[config.mk]
export PLATFORM = sky130hd
export DESIGN_NAME = imm_assembler
export DESIGN_NICKNAME = d
export VERILOG_FILES = /design/src/rtl/imm_pkg.sv /design/src/rtl/imm_assembler.sv
export SDC_FILE = /design/constraint.sdc
export NUM_CORES = 1
export LEC_CHECK = 0
export ABC_CLOCK_PERIOD_IN_PS = 2000
export CORE_MARGIN = 2
export CORE_UTILIZATION = 40
export CTS_BUF_LIST = sky130_fd_sc_hd__clkbuf_16
export CTS_CLUSTER_SIZE = 25
export DETAILED_ROUTE_END_ITERATION = 7
export PLACE_DENSITY = 0.68
export SLEW_MARGIN = 20
export SYNTH_ARGS = -nofsm -noshare
export SYNTH_HDL_FRONTEND = slang
export SYNTH_SLANG_ARGS = --single-unit
[constraint.sdc]
create_clock -name clk -period 2 [get_ports clk]
set_clock_uncertainty 0.05 [all_clocks]
set_input_delay 0.2 -clock clk [delete_from_list [all_inputs] [get_ports clk]]
set_output_delay 0.2 -clock clk [all_outputs]
set_load 0.05 [all_outputs]
[src/rtl/imm_pkg.sv]
// Shared types and helpers for the multi-word immediate assembler.
// Default word geometry matches the 8-bit instruction memory.
package imm_pkg;

  localparam int WORD_W_DEF    = 8;
  localparam int MAX_WORDS_DEF = 2;

  typedef enum logic [1:0] {
    IDLE    = 2'd0,
    COLLECT = 2'd1,
    HOLD    = 2'd2
  } state_t;

  // Bit offset of slot idx inside the assembled operand.
  function automatic int slot_off(input int idx, input int word_w);
    return idx * word_w;
  endfunction

endpackage

[src/rtl/imm_assembler.sv]
// Collects 1..MAX_WORDS instruction words (word 0 least significant) into one
// zero-extended operand, offered downstream with a valid/ready handshake.
module imm_assembler
  import imm_pkg::*;
#(
  parameter int WORD_W    = WORD_W_DEF,
  parameter int MAX_WORDS = MAX_WORDS_DEF,
  parameter int LEN_W     = $clog2(MAX_WORDS + 1)
) (
  input  logic                        clk,
  input  logic                        rst_n,
  input  logic                        start,
  input  logic [LEN_W-1:0]            start_len,
  input  logic                        flush,
  input  logic                        in_valid,
  output logic                        in_ready,
  input  logic [WORD_W-1:0]           in_data,
  output logic                        out_valid,
  input  logic                        out_ready,
  output logic [WORD_W*MAX_WORDS-1:0] out_imm,
  output logic [LEN_W-1:0]            out_len,
  output logic                        busy,
  output logic                        err
);

  localparam int IMM_W = WORD_W * MAX_WORDS;

  state_t             state_q, state_d;
  logic [LEN_W-1:0]   idx_q, idx_d;
  logic [LEN_W-1:0]   len_q, len_d;
  logic [IMM_W-1:0]   asm_q, asm_d;
  logic [IMM_W-1:0]   imm_d;
  logic [LEN_W-1:0]   olen_d;
  logic               vld_d;
  logic               err_d;
  logic               start_req;
  logic               len_legal;

  assign in_ready  = (state_q == COLLECT);
  assign busy      = (state_q != IDLE);
  assign len_legal = (start_len != '0) && (start_len <= LEN_W'(MAX_WORDS));
  // A start is honoured from IDLE, or from HOLD when the operand leaves this cycle.
  assign start_req = start && ((state_q == IDLE) || ((state_q == HOLD) && out_ready));

  always_comb begin
    state_d = state_q;
    idx_d   = idx_q;
    len_d   = len_q;
    asm_d   = asm_q;
    imm_d   = out_imm;
    olen_d  = out_len;
    vld_d   = out_valid;
    err_d   = 1'b0;
    if (flush) begin
      state_d = IDLE;
      idx_d   = '0;
      imm_d   = '0;
      olen_d  = '0;
      vld_d   = 1'b0;
    end else begin
      case (state_q)
        COLLECT: begin
          if (start) err_d = 1'b1;
          if (in_valid) begin
            asm_d[slot_off(int'(idx_q), WORD_W) +: WORD_W] = in_data;
            if (idx_q == len_q - LEN_W'(1)) begin
              state_d = HOLD;
              imm_d   = asm_d;
              olen_d  = len_q;
              vld_d   = 1'b1;
            end else begin
              idx_d = idx_q + LEN_W'(1);
            end
          end
        end
        HOLD: begin
          if (out_ready) begin
            state_d = IDLE;
            vld_d   = 1'b0;
          end else if (start) begin
            err_d = 1'b1;
          end
        end
        default: ;
      endcase
      if (start_req) begin
        if (len_legal) begin
          state_d = COLLECT;
          asm_d   = '0;
          len_d   = start_len;
          idx_d   = '0;
        end else begin
          err_d = 1'b1;
        end
      end
    end
  end

  always_ff @(posedge clk or negedge rst_n) begin
    if (!rst_n) begin
      state_q   <= IDLE;
      idx_q     <= '0;
      len_q     <= '0;
      asm_q     <= '0;
      out_imm   <= '0;
      out_len   <= '0;
      out_valid <= 1'b0;
      err       <= 1'b0;
    end else begin
      state_q   <= state_d;
      idx_q     <= idx_d;
      len_q     <= len_d;
      asm_q     <= asm_d;
      out_imm   <= imm_d;
      out_len   <= olen_d;
      out_valid <= vld_d;
      err       <= err_d;
    end
  end

endmodule

## Word-level counts from Yosys, hierarchy flattened

Cells that the tools add are included.

- Add/sub/neg operators: 3
- Magnitude comparators: 1
- Bitwise gates (word level): 1
- Reductions and logical operators: 14
- Shift-type cells: 2
- Mux-type cells: 37
- Equal/unequal tests: 6

Operators with widths:

| kind | number |
|---|---|
| $mux W16 | 8 |
| $neg A5 Y33 | 1 |
| $shift A8 B33 Y16 const A | 1 |
| $shiftx A8 B33 Y16 | 1 |
| $mux W2 | 16 |
| $bwmux W16 | 1 |
| $reduce_bool A2 Y1 | 5 |
| $mux W1 | 9 |
| $ne A3 B3 Y1 const B | 2 |
| $reduce_and A3 Y1 | 2 |
| $pmux W1 S2 | 2 |
| $pmux W2 S2 | 1 |
| $reduce_and A4 Y1 | 1 |
| $logic_and A1 B1 Y1 | 3 |
| $ne A3 B2 Y1 const B | 1 |
| $reduce_bool A3 Y1 | 1 |
| $add A2 B1 Y2 const B | 1 |
| $eq A2 B1 Y1 const B | 1 |
| $eq A2 B2 Y1 | 1 |
| $eq A2 B2 Y1 const B | 1 |
| $le A2 B2 Y1 const B | 1 |
| $logic_not A2 Y1 | 1 |
| $sub A2 B1 Y2 const B | 1 |
| $logic_or A1 B1 Y1 | 1 |
| $not A1 Y1 | 1 |

- Input bits: 16
- Output and inout port bits: 22
- Word-level logic and storage cells: 72
- Flip-flop bits (word level): 42

## Logic depth before layout (Yosys ltp)

Gate-level depths: netlist of run 1.

- Word-level depth: 8
- Mapped depth: 7
- Depth with buffers taken out: 6

## Worst setup path after synthesis of run 1

OpenSTA, ideal clock, no wires.

- Path kind: register -> register
- Start point: register state_q[1]
- End point: register asm_q[5]
- Path buffers: 2
- Data arrival time: 1998 ps
- Required time: 1872 ps
- Cell stages (with the launch flop): 8
- Setup time: 78 ps
- Path slack: -126 ps
- Clock period less this slack: 2126 ps
- Path through: dfrtp_1 inv_1 ha_1 and3b_1 clkbuf_1 clkbuf_1 nand4_1 a21oi_1

- Elaborated cells on any way between the ends: 9
- Classes of those cells: eq/ne: 2; mux: 3; reduce/logical: 4

RTL lines:

| item | line | text |
|---|---|---|
| start: declaration | imm_assembler.sv:28 | `state_t state_q, state_d;` |
| start signal: assignment | imm_assembler.sv:110 | `state_q <= state_d;` |
| $eq A2 B1 Y1 (*) | - |  |
| net in_ready | imm_assembler.sv:16 | `output logic in_ready,` |
| $mux W16 (*) | imm_assembler.sv:61 | `case (state_q)` |
| $mux W16 | imm_assembler.sv:87 | `if (len_legal) begin` |
| $mux W16 (*) | imm_assembler.sv:86 | `if (start_req) begin` |
| end signal: assignment | imm_assembler.sv:113 | `asm_q <= asm_d;` |
| end: declaration | imm_assembler.sv:31 | `logic [IMM_W-1:0] asm_q, asm_d;` |

Mark *: on every way through the listed nets, which the timed path passes. The rest lies on a longest branch.
A chain may end at the register's enable or synchronous reset.

## Worst setup path in the final report of run 1

- Start point: register state_q[1]
- End point: register out_imm[1]

- Word-level cells in the longest chain between the ends: 3

Ends and longest elaborated chain:

| item | line | text |
|---|---|---|
| $eq A2 B1 Y1 | imm_assembler.sv:61 |  |
| $reduce_bool A2 Y1 (no line) | - |  |
| $reduce_and A3 Y1 (no line) | - |  |
| end signal: assignment | imm_assembler.sv:114 | `out_imm <= imm_d;` |
| end: declaration | imm_assembler.sv:20 | `output logic [WORD_W*MAX_WORDS-1:0] out_imm,` |

No other way between the ends.

==> results of run 1 <==
[synthesized netlist by cell type, types with 6 or more instances]
| cell type | instances | area share (%) |
|---|---|---|
| inv_1 | 8 | 1.4 |
| a211oi_1 | 16 | 5.5 |
| a21oi_1 | 13 | 3.0 |
| nor2b_1 | 11 | 3.2 |
| nor2_1 | 30 | 5.2 |
| dfrtp_1 | 42 | 48 |
| a31oi_1 | 10 | 2.9 |
| nand2_1 | 13 | 2.3 |
| nand3_1 | 10 | 2.3 |
| nand4_1 | 8 | 2.3 |
| ha_1 | 6 | 3.5 |
| a311oi_1 | 7 | 2.8 |
| clkbuf_1 | 11 | 1.9 |
| nand2b_1 | 10 | 2.9 |
[report_power, final]
group          switching (mW)  leakage, nW  total (mW)  internal [mW]
combinational           0.303        0.510       0.535          0.232
clock                   0.324       0.0750       0.781          0.457
sequential             0.0634        0.570        1.00          0.940
total                   0.690         1.15        2.32           1.63
[registers in the layout (all words and copies together) (netlist names)]
name       count
asm_q         16
state_q        2
len_q          2
idx_q          2
err            1
out_len        2
out_valid      1
out_imm       16
[metrics by stage]
step | util [%] | instances | total power, mW | hold WS [ps]
2_1_floorplan | - | 225 | 1.36 | -146
3_3_place_gp | 51.9 | 330 | 1.53 | 136
3_5_place_dp | 51.9 | 330 | 1.54 | 144
4_1_cts | 54.8 | 339 | 2.33 | 386
5_1_grt | 55.4 | 341 | 2.44 | 412
6_report | 55.4 | 341 | 2.32 | 366
[final cells by class]
class,count,area (sq um)
Clock inverter,3,17.5
Inverter,8,30.0
Multi-Input combinational cell,160,1020
Fill cell,457,2300
Sequential cell,42,1050
Tap cell,70,87.6
Timing Repair Buffer,53,538
Clock buffer,5,125
[cell usage in the layout, fill, tap and decap left out, drive strengths merged, types with 2 or more instances in the layout]
master / instances
dfrtp: 42
clkdlybuf4s50: 34
nor2: 31
a211oi: 18
buf: 17
nand2: 13
a21oi: 13
nor2b: 11
nand3: 10
nand2b: 10
a31oi: 10
inv: 9
nand4: 8
a311oi: 7
clkbuf: 6
ha: 6
o21ai: 3
mux2i: 3
o211ai: 2
nand4b: 2
clkinv: 2
[kinds of logic after synthesis]
logic type,after synthesis
multiplexers,4
flip-flops,42
buffers and inverters,23
XOR/XNOR,2
adder cells (fa/ha/maj),6
AND/OR/NAND/NOR,87
AO/OA/AOI/OAI,61
[final timing paths]
kind	to	depth (start not counted)	slack, ps
min in group clk	asm_q[15]	2	470
worst max-delay path	out_imm[1]	7	190
max in group asynchronous	out_len[1]	3	1040
worst max register to register	out_imm[1]	7	190
worst min register to register	asm_q[15]	2	470
worst min-delay path	out_imm[5]	2	370
[repair_timing]
action,in CTS,in global routing
endpoints found under the hold margin,19,0
endpoints found under the setup margin,0,1
setup buffers,0,1
hold buffers,1,0
[layer usage]
metal / GRT usage, % / part of all wire, % / vias up
li1: - / - / 905
met1: 24.1 / 48 / 898
met2: 25.9 / 48 / 50
met3: 2.91 / 3.6 / 4
met4: 5.36 / 0.97 / 0
met5: 0 / 0 / -
==> out/metrics.cfg, run 1 <==
[setup_path]
cp.arrival_ps = 1940
endpoint_kind = flip-flop
cp-start-kind = flip-flop
crit_chain = inv_1, ha_2, nand4b_1, mux2i_4, buf_12, nor2_1, a311oi_1
cp_slowest_cell = dfrtp_1
required_ps = 2130
crit_buf_inv = 2
worst_path_dominant_cell_family = flip-flops
slowest_delay_ps = 400
crit_start = state_q[1]
rr_startpoint = state_q[1]
path_max_fanout = 18
critPathKind = reg -> reg

[timing]
tightest_slew_ps = 583
drv_slew = 0
fmax_mhz = 553
fin_ws_ps = 191
min_period_over_period_pct = 90.5
final-hold-violation-count = 0
slew_headroom_pct = 61.2
tns_ps = 0
rsz0062_at_grt = false
fin_crit_ps = 1810
setup_violations = 0

[placed_design]
dp_hpwl_um = 3380
place.gp.congestion = 0.780
io_buffers = 37
place_area_sq_mm = 0.00268
place_ws_ps = 128

[drt]
drt-vias-per-instance = 5.45
first_pass_iters = 4
vias = 1857
drtIter0Drc = 93
wl_um = 5130
drc = 0
ant_nets = 0
wl_per_cell_um = 15.0

[pwr]
max-vdd-ir-drop_mv = 0.584
powerDensity_mw_per_mm2 = 809
power_leakage_nw = 1.15

[logic_synthesis]
ys_ff_latch = 42
synth-xor-area-share_pct = 1.15
ys_types = 38
synth_top_family_by_area = simple AND/OR/NAND/NOR gates
ys_seq_area_share_pct = 48.5
synthArstFlopShare_pct = 100
synthCells = 225
synth-compound-area-share_pct = 19.8
synth_fa_ha_area_share_pct = 3.46
synthSimpleGateAreaFrac_pct = 20.0
synth-edff-count = 0
synth-main-ff-cell = dfrtp_1
synth_mux_area_share_pct = 2.48
ys_warn_count = 0
synth_area_sq_mm = 0.00217
syn-num-nets = 247
syn_area_per_cell_sq_um = 9.63

[layout]
fin_area_sq_mm = 0.00287
nets = 292
diodes = 0
area_growth_pct = 32.3
drive_gt1_share_pct = 11.8

[global_routing]
grt_max_degree = 36
globalRouteOverflowTotal = 0
grt_pass1_vias = 1720
grt_pass1_wl_um = 8230
antenna_found_initial = 0
grt_usage_pct = 16.8

[clock_tree]
cts_sinks = 42
clk_pin_slew_worst_paths_ps = 60
cts_made_buffers = 5
cts-htree-levels = 2
cts_root_buf = clkbuf_16
worstSkewPairLatency_ps = 280
cts_tree = built
cts_resized = 0
clk_path_buf_depth = 2

[floorplan]
die_h_um = 77.6
dieArea_sq_mm = 0.00602
dieWidth_um = 77.6
io_pins = 38
core_sq_mm = 0.00517
rows = 26
floorplan.initialDensity_pct = 41.9

[worst_hold_path]
min_path_type = in -> async

[job]
drv_cap = 0

[status]
outcome = finished clean

Power figures use the tool's default switching activity.
==> run 2: changes to the inputs <==
--- a/config.mk
+++ b/config.mk
@@ -8,3 +8,3 @@
 export ABC_CLOCK_PERIOD_IN_PS = 2000
-export CORE_MARGIN = 2
+export CORE_MARGIN = 10
 export CORE_UTILIZATION = 40
==> constraint.sdc (replaced) <==
create_clock -name clk -period 2 [get_ports clk]
set_clock_uncertainty 0.05 [all_clocks]
set_input_delay 0.5 -clock clk [delete_from_list [all_inputs] [get_ports clk]]
set_output_delay 0.5 -clock clk [all_outputs]
set_load 0.05 [all_outputs]
==> run 2 against run 1 <==
First-iteration DRC count down 11%. Routed wire length up 1.1%. Clock-buffer cell count unchanged. Sequential share of layout area fell by 0.43 points. Worst hold slack worse by 220 ps. Global-route usage shrank 4.7 points. Flip-flop and latch count unchanged. Cell area increased by 1.3%. Sequential power barely moved.
==> out/metrics.cfg, run 2 (synthesized netlist as in run 1, its figures left out) <==
[floorplan]
core_sq_mm = 0.00517  ; unchanged
io_pins = 38  ; unchanged
dieArea_sq_mm = 0.00876  ; +45%
floorplan.initialDensity_pct = 41.9  ; unchanged
die_h_um = 93.6  ; +21%
rows = 26  ; unchanged
dieWidth_um = 93.6  ; +21%

[layout]
fillCellCount = 468  ; +2.4%
reg_top3 = asm_q (16), out_imm (16)
final_common_cell = buf_4
fin_util_pct = 56.2  ; +0.73 points
fin_area_sq_mm = 0.00291  ; +1.3%
nets = 300  ; +2.7%
drive_gt1_share_pct = 22.2  ; +10 points
diodes = 0  ; unchanged
area_growth_pct = 34.1
final_cell_mix = buf_4, dfrtp_1, nor2_1

[status]
outcome = finished clean

[global_routing]
grt_max_degree = 33  ; -8.3%
globalRouteOverflowTotal = 0  ; unchanged
grt_pass1_vias = 1830  ; +6.4%
antenna_found_initial = 0  ; unchanged
grt_usage_pct = 12.2  ; -4.7 points
grt_pass1_wl_um = 8700  ; +5.7%

[setup_path]
worst_path_dominant_cell_family = flip-flops
slowest_delay_ps = 440  ; +40 ps
endpoint_kind = flip-flop
cp-start-kind = flip-flop
path_max_fanout = 13  ; -5
rr_worst_depth = 6  ; -1
critPathKind = reg -> reg
required_ps = 2140  ; about the same
cp.arrival_ps = 1970  ; +30 ps
crit_chain = inv_1, ha_1, nor2_1, buf_4, a31oi_1, a211oi_1
cp_slowest_cell = dfrtp_2
cp.depth = 6  ; -1
crit_buf_inv = 2  ; unchanged

[clock_tree]
worstSkewPairLatency_ps = 280  ; about the same
cts-htree-levels = 2  ; unchanged
post_cts_buffers = 0  ; unchanged
clk_pin_slew_worst_paths_ps = 60  ; about the same
cts_tree = built
cts_sinks = 42  ; unchanged
cts_root_buf = clkbuf_16
cts_made_buffers = 5  ; unchanged
holdBufCountCts = 0  ; -1
clk_path_buf_depth = 2  ; unchanged

[placed_design]
place.gp.congestion = 0.838  ; +7.4%
place_area_sq_mm = 0.00273  ; +1.7%
dp_hpwl_um = 3750  ; +11%
io_buffers = 37  ; unchanged

[timing]
final-hold-violation-count = 0  ; unchanged
rsz0062_at_grt = true
tightest_slew_ps = 551  ; -31.6 ps
setup_violations = 0  ; unchanged
slew_headroom_pct = 63.3  ; +2.1 points
min_period_over_period_pct = 91.5  ; +1.1 points
fin_crit_ps = 1830  ; +21.0 ps
drv_slew = 0  ; unchanged
fmax_mhz = 546  ; -1.1%

[drt]
wl_um = 5190  ; +1.1%
drc = 0  ; unchanged
drt-vias-per-instance = 5.24  ; -3.7%
vias = 1830  ; -1.5%
ant_nets = 0  ; unchanged
wl_per_cell_um = 14.9  ; -1.2%
drtIter0Drc = 83  ; -11%
first_pass_iters = 4  ; unchanged

[worst_hold_path]
min_path_type = in -> async

[pwr]
powerDensity_mw_per_mm2 = 841  ; +4.0%
power.total_mw = 2.44  ; +5.4%
max-vdd-ir-drop_mv = 0.535  ; -8.4%
power_leakage_nw = 1.24  ; +7.3%

[job]
drv_cap = 0  ; unchanged

==> run 2: cell count changes in the layout (fill, tap and decap cells not counted), sizes merged <==
cell,change
clkdlybuf4s50,-20
buf,+30
clkbuf,-1
clkinv,-2
dlygate4sd3,-1
clkinvlp,+1
bufinv,+1
==> run 2: worst register-to-register path, cell delays in order (launching register included) <==
cell      delay (ps)
dfrtp_2          440
inv_1            160
ha_1             310
nor2_1           180
buf_4            220
a31oi_1          130
a211oi_1         240
==> run 2: layout make-up <==
cell class              instances  area [sq um]  area share, %
clock buffers                   5           125           4.31
repair buffers                 61           541           18.6
clock inverters                 3          41.3           1.42
inverters                       8          30.0           1.03
multi-input cells             160          1030           35.4
flip-flops and latches         42          1050           36.2
well taps                      70          87.6           3.01
==> run 2: timing repair <==
| action | 4_1_cts | 5_1_grt |
|---|---|---|
| endpoints found under the setup margin | 0 | 8 |
| resized for setup | 0 | 2 |
| hold endpoints to repair | 0 | 0 |
==> run 2: routing by layer <==
metal  GRT usage (%)  share of wire, %  vias to the layer above
li1                -                 -                      924
met1            15.3                45                      861
met2            18.6                45                       40
met3            3.60               7.9                        5
met4            5.82               1.5                        0
met5               0                 0                        -
==> run 2: power breakdown <==
| part | leakage (nW) | internal [mW] | switching (mW) |
|---|---|---|---|
| clock | 0.0812 | 0.584 | 0.316 |
| combinational | 0.590 | 0.238 | 0.304 |
| sequential | 0.568 | 0.940 | 0.0631 |
==> run 2: stage by stage <==
stage	cells	setup slack [ps]	hold slack (ps)	setup TNS [ps]
2_1_floorplan	225	24.9	154	0
3_3_place_gp	341	-91.4	460	-2090
3_5_place_dp	341	-103	465	-2800
4_1_cts	349	150	164	0
5_1_grt	349	-5.48	186	-5.48
6_report	349	170	143	0
==> run 2: final timing paths <==
| kind | to | start | slack (ps) |
|---|---|---|---|
| setup / recovery | asm_q[7] | idx_q[1] | 170 |
| max in group asynchronous | idx_q[1] | rst_n | 1240 |
| min in group clk | asm_q[5] | asm_q[5] | 470 |
| setup reg to reg | asm_q[7] | idx_q[1] | 170 |
| hold / removal | out_imm[4] | rst_n | 140 |
| hold reg to reg | asm_q[5] | asm_q[5] | 470 |
